===== src/rtl/if_id_buffer_pkg.sv =====
// Shared pipeline definitions: data width, NOP/HALT encodings, pipeline entry type.
// Latency: n/a (constants and types only).
// Backpressure: n/a.
package if_id_buffer_pkg;

    localparam int DATA_W = 16;

    // Encoding driven downstream whenever no valid instruction is held.
    localparam logic [DATA_W-1:0] NOP_INSTR = 16'h0800;

    // Opcode field value (instr[15:11]) that marks HALT.
    localparam logic [4:0] HALT_OPC = 5'b00000;

    // One pipeline register entry, shared with the later pipeline registers.
    typedef struct packed {
        logic [15:0] pc;
        logic [15:0] instr;
    } entry_t;

    // Value an entry register takes in reset: PC zero, NOP instruction.
    localparam entry_t ENTRY_RST = '{pc: 16'h0000, instr: NOP_INSTR};

    // True when the instruction word carries the HALT opcode.
    function automatic logic is_halt(input logic [DATA_W-1:0] instr);
        return instr[15:11] == HALT_OPC;
    endfunction

endpackage


===== src/rtl/if_id_entry_reg.sv =====
// Loadable pipeline entry register with valid bit; clear drops only the valid bit.
// Latency: 1 cycle from ld to output.
// Backpressure: none; the owner decides when to load or clear.
module if_id_entry_reg
    import if_id_buffer_pkg::*;
(
    input  logic   clk,
    input  logic   rst_n,
    input  logic   clr,
    input  logic   ld,
    input  entry_t ld_dat,
    output entry_t dat,
    output logic   vld
);

    entry_t dat_d;
    entry_t dat_q;
    logic   vld_d;
    logic   vld_q;

    // Next state: clear wins over load; the payload is kept on clear so the
    // last PC stays visible after the entry is dropped.
    always_comb begin
        dat_d = dat_q;
        vld_d = vld_q;
        if (clr) begin
            vld_d = 1'b0;
        end else if (ld) begin
            vld_d = 1'b1;
            dat_d = ld_dat;
        end
    end

    // Entry state with asynchronous clear to empty/NOP.
    always_ff @(posedge clk or negedge rst_n) begin
        if (!rst_n) begin
            dat_q <= ENTRY_RST;
            vld_q <= 1'b0;
        end else begin
            dat_q <= dat_d;
            vld_q <= vld_d;
        end
    end

    assign dat = dat_q;
    assign vld = vld_q;

endmodule


===== src/rtl/if_id_buffer.sv =====
// IF/ID pipeline register as a 2-entry elastic buffer (head + skid); optional stats via IFID_STATS_EN.
// Latency: 1 cycle from accept to outputs when empty or draining a single entry; else via skid.
// Backpressure: fetchReady is registered (no stall->ready comb path); low when full or after HALT.
module if_id_buffer
    import if_id_buffer_pkg::*;
(
    input  logic              clk,
    input  logic              rst,
    input  logic              fetchValid,
    input  logic [DATA_W-1:0] fetchPc,
    input  logic [DATA_W-1:0] fetchInstr,
    output logic              fetchReady,
    input  logic              stall,
    input  logic              flush,
    output logic [DATA_W-1:0] nxtPcIfId,
    output logic [DATA_W-1:0] instrIfId,
    output logic              validInsIfId,
    output logic              haltSeen
`ifdef IFID_STATS_EN
    ,
    output logic [15:0]       stallCycles,
    output logic [15:0]       flushedIns
`endif
);

    entry_t     head_dat;
    entry_t     skid_dat;
    entry_t     head_din;
    entry_t     fetch_ent;
    logic       head_vld;
    logic       skid_vld;
    logic       head_ld;
    logic       head_clr;
    logic       skid_ld;
    logic       skid_clr;
    logic       accept;
    logic       consume;
    logic [1:0] count_q;
    logic [1:0] count_d;
    logic       fetch_ready_d;
    logic       fetch_ready_q;
    logic       halt_seen_d;
    logic       halt_seen_q;

    assign fetch_ent = '{pc: fetchPc, instr: fetchInstr};
    // fetch_ready_q is already low whenever the buffer is full, so accept
    // never needs to look at stall.
    assign accept    = fetchValid && fetch_ready_q;
    assign consume   = head_vld && !stall;
    assign count_q   = {1'b0, head_vld} + {1'b0, skid_vld};

    if_id_entry_reg u_head (
        .clk    (clk),
        .rst_n  (rst),
        .clr    (head_clr),
        .ld     (head_ld),
        .ld_dat (head_din),
        .dat    (head_dat),
        .vld    (head_vld)
    );

    if_id_entry_reg u_skid (
        .clk    (clk),
        .rst_n  (rst),
        .clr    (skid_clr),
        .ld     (skid_ld),
        .ld_dat (fetch_ent),
        .dat    (skid_dat),
        .vld    (skid_vld)
    );

    // Steering of head/skid loads: flush empties both; a consume promotes the
    // skid entry (or the new fetch) into the head; otherwise new fetches fill
    // the first free slot, keeping strict FIFO order.
    always_comb begin
        head_ld  = 1'b0;
        head_clr = 1'b0;
        head_din = fetch_ent;
        skid_ld  = 1'b0;
        skid_clr = 1'b0;
        if (flush) begin
            head_clr = 1'b1;
            skid_clr = 1'b1;
        end else if (!head_vld) begin
            head_ld = accept;
        end else if (consume) begin
            if (skid_vld) begin
                head_ld  = 1'b1;
                head_din = skid_dat;
                skid_ld  = accept;
                skid_clr = !accept;
            end else if (accept) begin
                head_ld = 1'b1;
            end else begin
                head_clr = 1'b1;
            end
        end else if (accept && !skid_vld) begin
            skid_ld = 1'b1;
        end
    end

    // Next occupancy, HALT tracking and registered ready.
    always_comb begin
        count_d       = 2'd0;
        halt_seen_d   = 1'b0;
        if (!flush) begin
            count_d     = count_q + {1'b0, accept} - {1'b0, consume};
            halt_seen_d = halt_seen_q || (accept && is_halt(fetchInstr));
        end
        fetch_ready_d = (count_d < 2'd2) && !halt_seen_d;
    end

    // Control flops; ready comes up on the first edge after reset release.
    always_ff @(posedge clk or negedge rst) begin
        if (!rst) begin
            fetch_ready_q <= 1'b0;
            halt_seen_q   <= 1'b0;
        end else begin
            fetch_ready_q <= fetch_ready_d;
            halt_seen_q   <= halt_seen_d;
        end
    end

    assign fetchReady   = fetch_ready_q;
    assign haltSeen     = halt_seen_q;
    assign validInsIfId = head_vld;
    assign nxtPcIfId    = head_dat.pc;
    assign instrIfId    = head_vld ? head_dat.instr : NOP_INSTR;

`ifdef IFID_STATS_EN
    logic [15:0] stall_cycles_d;
    logic [15:0] stall_cycles_q;
    logic [15:0] flushed_ins_d;
    logic [15:0] flushed_ins_q;
    logic [16:0] flush_sum;

    // Saturating counters: stalled-with-valid-head cycles and squashed instructions.
    always_comb begin
        stall_cycles_d = stall_cycles_q;
        flushed_ins_d  = flushed_ins_q;
        flush_sum      = {1'b0, flushed_ins_q} + {15'b0, count_q} + {16'b0, fetchValid};
        if (stall && head_vld && (stall_cycles_q != 16'hFFFF)) begin
            stall_cycles_d = stall_cycles_q + 16'd1;
        end
        if (flush) begin
            flushed_ins_d = flush_sum[16] ? 16'hFFFF : flush_sum[15:0];
        end
    end

    // Statistics flops.
    always_ff @(posedge clk or negedge rst) begin
        if (!rst) begin
            stall_cycles_q <= 16'h0000;
            flushed_ins_q  <= 16'h0000;
        end else begin
            stall_cycles_q <= stall_cycles_d;
            flushed_ins_q  <= flushed_ins_d;
        end
    end

    assign stallCycles = stall_cycles_q;
    assign flushedIns  = flushed_ins_q;
`endif

endmodule


===== config.mk =====
export PLATFORM = sky130hd
export DESIGN_NAME = if_id_buffer
export DESIGN_NICKNAME = d
export VERILOG_FILES = /design/src/rtl/if_id_buffer_pkg.sv /design/src/rtl/if_id_entry_reg.sv /design/src/rtl/if_id_buffer.sv
export SDC_FILE = /design/constraint.sdc
export NUM_CORES = 1
export LEC_CHECK = 0
export ABC_CLOCK_PERIOD_IN_PS = 2460
export BUFFER_PORTS_ARGS = -buffer_cell sky130_fd_sc_hd__buf_4
export CAP_MARGIN = 20
export CORE_ASPECT_RATIO = 0.5
export CORE_MARGIN = 8
export CORE_UTILIZATION = 40
export CTS_BUF_LIST = sky130_fd_sc_hd__clkbuf_8
export DETAILED_ROUTE_END_ITERATION = 8
export GPL_ROUTABILITY_DRIVEN = 1
export PLACE_DENSITY_LB_ADDON = 0.25
export SYNTH_ARGS = -nofsm -noshare
export SYNTH_HDL_FRONTEND = slang
export SYNTH_SLANG_ARGS = --single-unit

===== constraint.sdc =====
create_clock -name clk -period 2.46 [get_ports clk]
set_input_delay 0.246 -clock clk [delete_from_list [all_inputs] [get_ports clk]]
set_output_delay 0.246 -clock clk [all_outputs]
set_load 0.005 [all_outputs]

======== Word level (Yosys, flattened, before mapping) ========
Cells that the tools add are included.
operators by class
  multiplexer cells ....................... 30
  bitwise logic cells ..................... 2
  add/sub/neg operators ................... 3
  reductions and logical operators ........ 15
  order comparisons ....................... 1
operators with widths
  kind                  count
  $mux W32              4
  $mux W1               24
  $mux W16              1
  $logic_and A1 B1 Y1   5
  $logic_not A5 Y1      1
  $logic_not A1 Y1      4
  $reduce_and A2 Y1     2
  $reduce_bool A2 Y1    2
  $add A1 B1 Y2         1
  $add A2 B1 Y2         1
  $lt A2 B2 Y1 const B  1
  $mux W2               1
  $not A1 Y1            2
  $sub A2 B1 Y2         1
  $logic_or A1 B1 Y1    1
word-level totals
  output and inout port bits .............. 35
  input port bits ......................... 37
  bits in registers ....................... 68

======== Longest topological paths before layout ========
  word-level depth ........................ 8
  depth in mapped cells ................... 5

======== Modules after synthesis ========
Synthesis repeated with hierarchy kept, for this count alone.
second synthesis, totals
  cell total of the unflattened synthesis .. 221
  area total of the unflattened synthesis .. 3497.1 um^2
modules (own cells, without submodules)
  module           cells an instance  times used  area each (um^2)
  if_id_entry_reg  72                 2           1392.6
  if_id_buffer     77                 1           711.9

======== Worst setup path before layout ========
Ideal clock, no wire load.
  path type ............................... reg2reg
  start ................................... reg u_skid.vld_q (netlist: u_skid.vld)
  end ..................................... reg u_head.dat_q (netlist bit u_head.dat[0])
  arrival ................................. 1.562 ns
  cell stages (with the launch flop) ...... 6
  path slack .............................. 0.773 ns
  library setup time ...................... 0.125 ns
  period minus slack after synthesis ...... 1.687 ns
  cells stage by stage .................... dfrtp_1 > nor4bb_1 > buf_2 > buf_4 > mux2_1 > mux2_2
between the ends
  cells in the longest elaborated chain, start to end .. 6
  elaborated cells between the ends (all ways) .. 14
RTL lines
  element                      RTL line               RTL
  from (decl)                  if_id_entry_reg.sv:19  logic vld_q;
  from (signal assigned)       if_id_entry_reg.sv:41  vld_q <= vld_d;
  $mux W1                      if_id_buffer.sv:87     if (skid_vld) begin
  $mux W1                      if_id_buffer.sv:86     end else if (consume) begin
  $mux W1                      if_id_buffer.sv:84     end else if (!head_vld) begin
  $mux W1                      if_id_buffer.sv:81     if (flush) begin
  $not A1 Y1 (no line)         --
  $reduce_and A2 Y1 (no line)  --
  to (signal assigned)         if_id_entry_reg.sv:40  dat_q <= dat_d;
  to (decl)                    if_id_entry_reg.sv:17  entry_t dat_q;
Several ways; a longest one is shown, not always the timed one.
A chain may end at the register's enable or synchronous reset.

======== Final worst setup path ========
  start ................................... reg u_skid.vld_q (netlist: u_skid.vld)
  end ..................................... reg u_head.dat_q (netlist bit u_head.dat[14])
The elaborated chain is that of the path after synthesis.

==> impl_metrics.ini <==
[timing]
setup_repair_after_global_routing_missed_its_margin = false
slew_headroom_pct = 42.74
tightest_slew_ns = 0.8588
finalWorstSetupSlack_ns = 0.5670
finalSetupViolations = 0
final-max-slew-violation-count = 0
max_clock_freq_mhz = 528.3
worst_clock_skew_ns = 0.007098
totalNegativeSetupSlack_ns = 0
period_needed_ns = 1.893
period_share_pct = 76.95
hold_viol_final = 0

[finish]
mostFrequentLayoutCell = sky130_fd_sc_hd__buf_4
nFillCells = 712
final_util_pct = 49.66
finalNetCount = 329
drive_above_1_share_pct = 53.77
layout-area-overhead-vs-synth_pct = 21.70
diodes = 0
most_frequent_cells_in_the_layout = sky130_fd_sc_hd__buf_4 (78), sky130_fd_sc_hd__dfrtp_1 (66), sky130_fd_sc_hd__mux2_2 (64)
stdcell_area_um2 = 3930
layout.cells.non_filler = 404

[global_routing]
grt_usage_pct = 12.68
grt_pass1_vias = 2163
antenna_found_initial = 0
sum_of_overflow_across_all_layers_after_global_routing = 0
grt_pass1_wl_um = 11000
largest_net_degree_at_the_start_of_global_routing = 69

[synthesis]
yosysSeqAreaShare_pct = 52.77
synthDominantAreaCellType = sky130_fd_sc_hd__dfrtp_1
syn-num-nets = 268
netlist_top_cells_area = sky130_fd_sc_hd__dfrtp_1 (51%), sky130_fd_sc_hd__mux2_2 (22%), sky130_fd_sc_hd__mux2_1 (11%), sky130_fd_sc_hd__buf_4 (5.8%), sky130_fd_sc_hd__and2_1 (3.3%)
postSynthCellCount = 230
ys_ff_latch = 68
synthesis.area_per_instance_um2 = 14.04
synth_top_cell_area_share_pct = 51.14
synthesis.yosys.warnings = 0
post_synth_num_cell_types = 23
mappedNetlistArea_um2 = 3229

[critical_path]
worst_ep_required_time_ns = 2.69
path_class = register to register
worstSetupStartpointType = register
cp_data_arrival_time_ns = 2.13
timing.critical_path.to_type = register
critPathMaxFanout = 18

[cts]
clock_latency_ns = 0.35
clock_root_cell = sky130_fd_sc_hd__clkbuf_8
cts_num_sinks = 68
post-cts-setup-buffer-count = 0
cts_buffers = 9
postCtsHoldBufs = 0
max-clock-path-buffers = 2
post_cts.resized_instances = 0
clkSlewWorstSetupHoldPaths_ns = 0.07
htree_num_levels = 3
clock_tree_from_tritoncts = built

[outcome]
status = finished, final reports clean

[routing]
route.detailed.drc = 0
detail_route.iter0.violations = 48
finalWirelength_um = 6628
final_antenna_net_count = 0
detailedRoute.firstPassIterationCount = 4
route.vias.total = 1911
avgViaCountPerCell = 4.730
route.detailed.wl_per_inst_um = 16.41

[floorplanning]
io_pins = 72
number_of_cell_rows = 23
dieHeight_um = 79.54
fp.dieW_um = 143.1
die_area_um2 = 11380
start_util_pct = 40.81
core_area_um2 = 7914

[power]
power.density_cell_area_nw_per_um2 = 737.7
leakage_nw = 1.753
worst_ir_drop_vdd_v = 0.0002684

[placed_design]
place_area_um2 = 3785
placed_cells_incl_taps = 392
portBuffers = 71
place_ws_ns = 0.5859
detailedPlacementHpwl_um = 4774
finalWeightedCongestion = 0.7677

[min_path]
timing.hold.worst.class = primary input to asynchronous set/reset pin

[job]
drv_cap = 0
-- cell usage after synthesis --
| cell | n |
|---|---|
| sky130_fd_sc_hd__xnor2_1 | 1 |
| sky130_fd_sc_hd__a31oi_1 | 1 |
| sky130_fd_sc_hd__mux2_2 | 64 |
| sky130_fd_sc_hd__dfrtp_1 | 66 |
| sky130_fd_sc_hd__o21ai_0 | 3 |
| sky130_fd_sc_hd__and3_1 | 1 |
| sky130_fd_sc_hd__buf_4 | 25 |
| sky130_fd_sc_hd__and2_1 | 17 |
| sky130_fd_sc_hd__nor4_2 | 1 |
| sky130_fd_sc_hd__clkbuf_1 | 1 |
| sky130_fd_sc_hd__a21o_1 | 1 |
| sky130_fd_sc_hd__nor4bb_1 | 1 |
| sky130_fd_sc_hd__nor3_1 | 1 |
| sky130_fd_sc_hd__mux2_1 | 32 |
| sky130_fd_sc_hd__buf_2 | 2 |
| sky130_fd_sc_hd__ha_1 | 1 |
| sky130_fd_sc_hd__nand2_1 | 2 |
| sky130_fd_sc_hd__nor2_1 | 2 |
| sky130_fd_sc_hd__a211oi_2 | 1 |
| sky130_fd_sc_hd__inv_1 | 1 |
| sky130_fd_sc_hd__a21oi_1 | 3 |
| sky130_fd_sc_hd__dfstp_2 | 2 |
| sky130_fd_sc_hd__nand2b_1 | 1 |
-- layout make-up --
cell class	count	area, um2	share of cell area (%)
flip-flops and latches	68	1704	43.36
multi-input cells	133	1351	34.38
repair buffers	78	585.6	14.90
well taps	112	140.1	3.566
clock buffers	10	137.6	3.502
clock inverters	2	7.507	0.1910
inverters	1	3.754	0.09551
-- power breakdown --
group | switching, mW | internal [mW] | leakage (nW)
Sequential | 0.140 | 1.41 | 0.813
Combinational | 0.208 | 0.395 | 0.857
Clock | 0.380 | 0.363 | 0.0826
-- path summary, 6_finish.rpt --
kind,start,to,slack [ns],depth (start not counted)
worst max-delay path,u_skid.vld,u_head.dat[14],0.57,4
worst min-delay path,rst,u_skid.dat[10],0.001,1
worst max register to register,u_skid.vld,u_head.dat[14],0.57,4
worst min register to register,u_skid.dat[21],u_skid.dat[21],0.49,1
max in group asynchronous,rst,u_skid.dat[27],1.89,1
min in group clk,fetchPc[5],u_skid.dat[21],0.12,2
-- worst max-delay path, stage by stage (launching register included) --
cell and delay (ns):
sky130_fd_sc_hd__dfrtp_1 0.46, sky130_fd_sc_hd__nor4bb_4 0.35, sky130_fd_sc_hd__buf_4 0.32, sky130_fd_sc_hd__mux2_1 0.37, sky130_fd_sc_hd__mux2_2 0.27
-- stage by stage --
stage	power, mW	hold slack [ns]
after floorplan	1.955	-0.04959
after global placement	2.147	0.3995
after detailed placement	2.194	0.4197
after CTS	2.951	0.03414
after global routing	3.088	0.06536
final	2.899	0.001392
-- state kept, by name (all words and copies together) (netlist names) --
name	flops
u_head.dat	32
u_head.vld	1
u_skid.dat	32
haltSeen	1
fetchReady	1
u_skid.vld	1
-- metal layers --
metal	track usage (%)	up-vias	wire (um)
met4	5.363	0	100
met2	20.29	42	3269
met5	0	-	0
li1	-	908	-
met3	5.788	7	452
met1	14.58	954	2806
-- kinds of logic (layout without fill, tap and decap cells) --
kind of cell | count (synthesis) | in the layout | synth area share, %
adder cells (fa/ha/maj) | 1 | 1 | 0.3874
AO/OA/AOI/OAI | 9 | 9 | 1.743
AND/OR/NAND/NOR | 26 | 26 | 4.998
buffers and inverters | 29 | 91 | 6.354
multiplexers | 96 | 96 | 33.48
XOR/XNOR | 1 | 1 | 0.2713
flip-flops | 68 | 68 | 52.77
No activity file was read; power rests on OpenSTA's default activity.
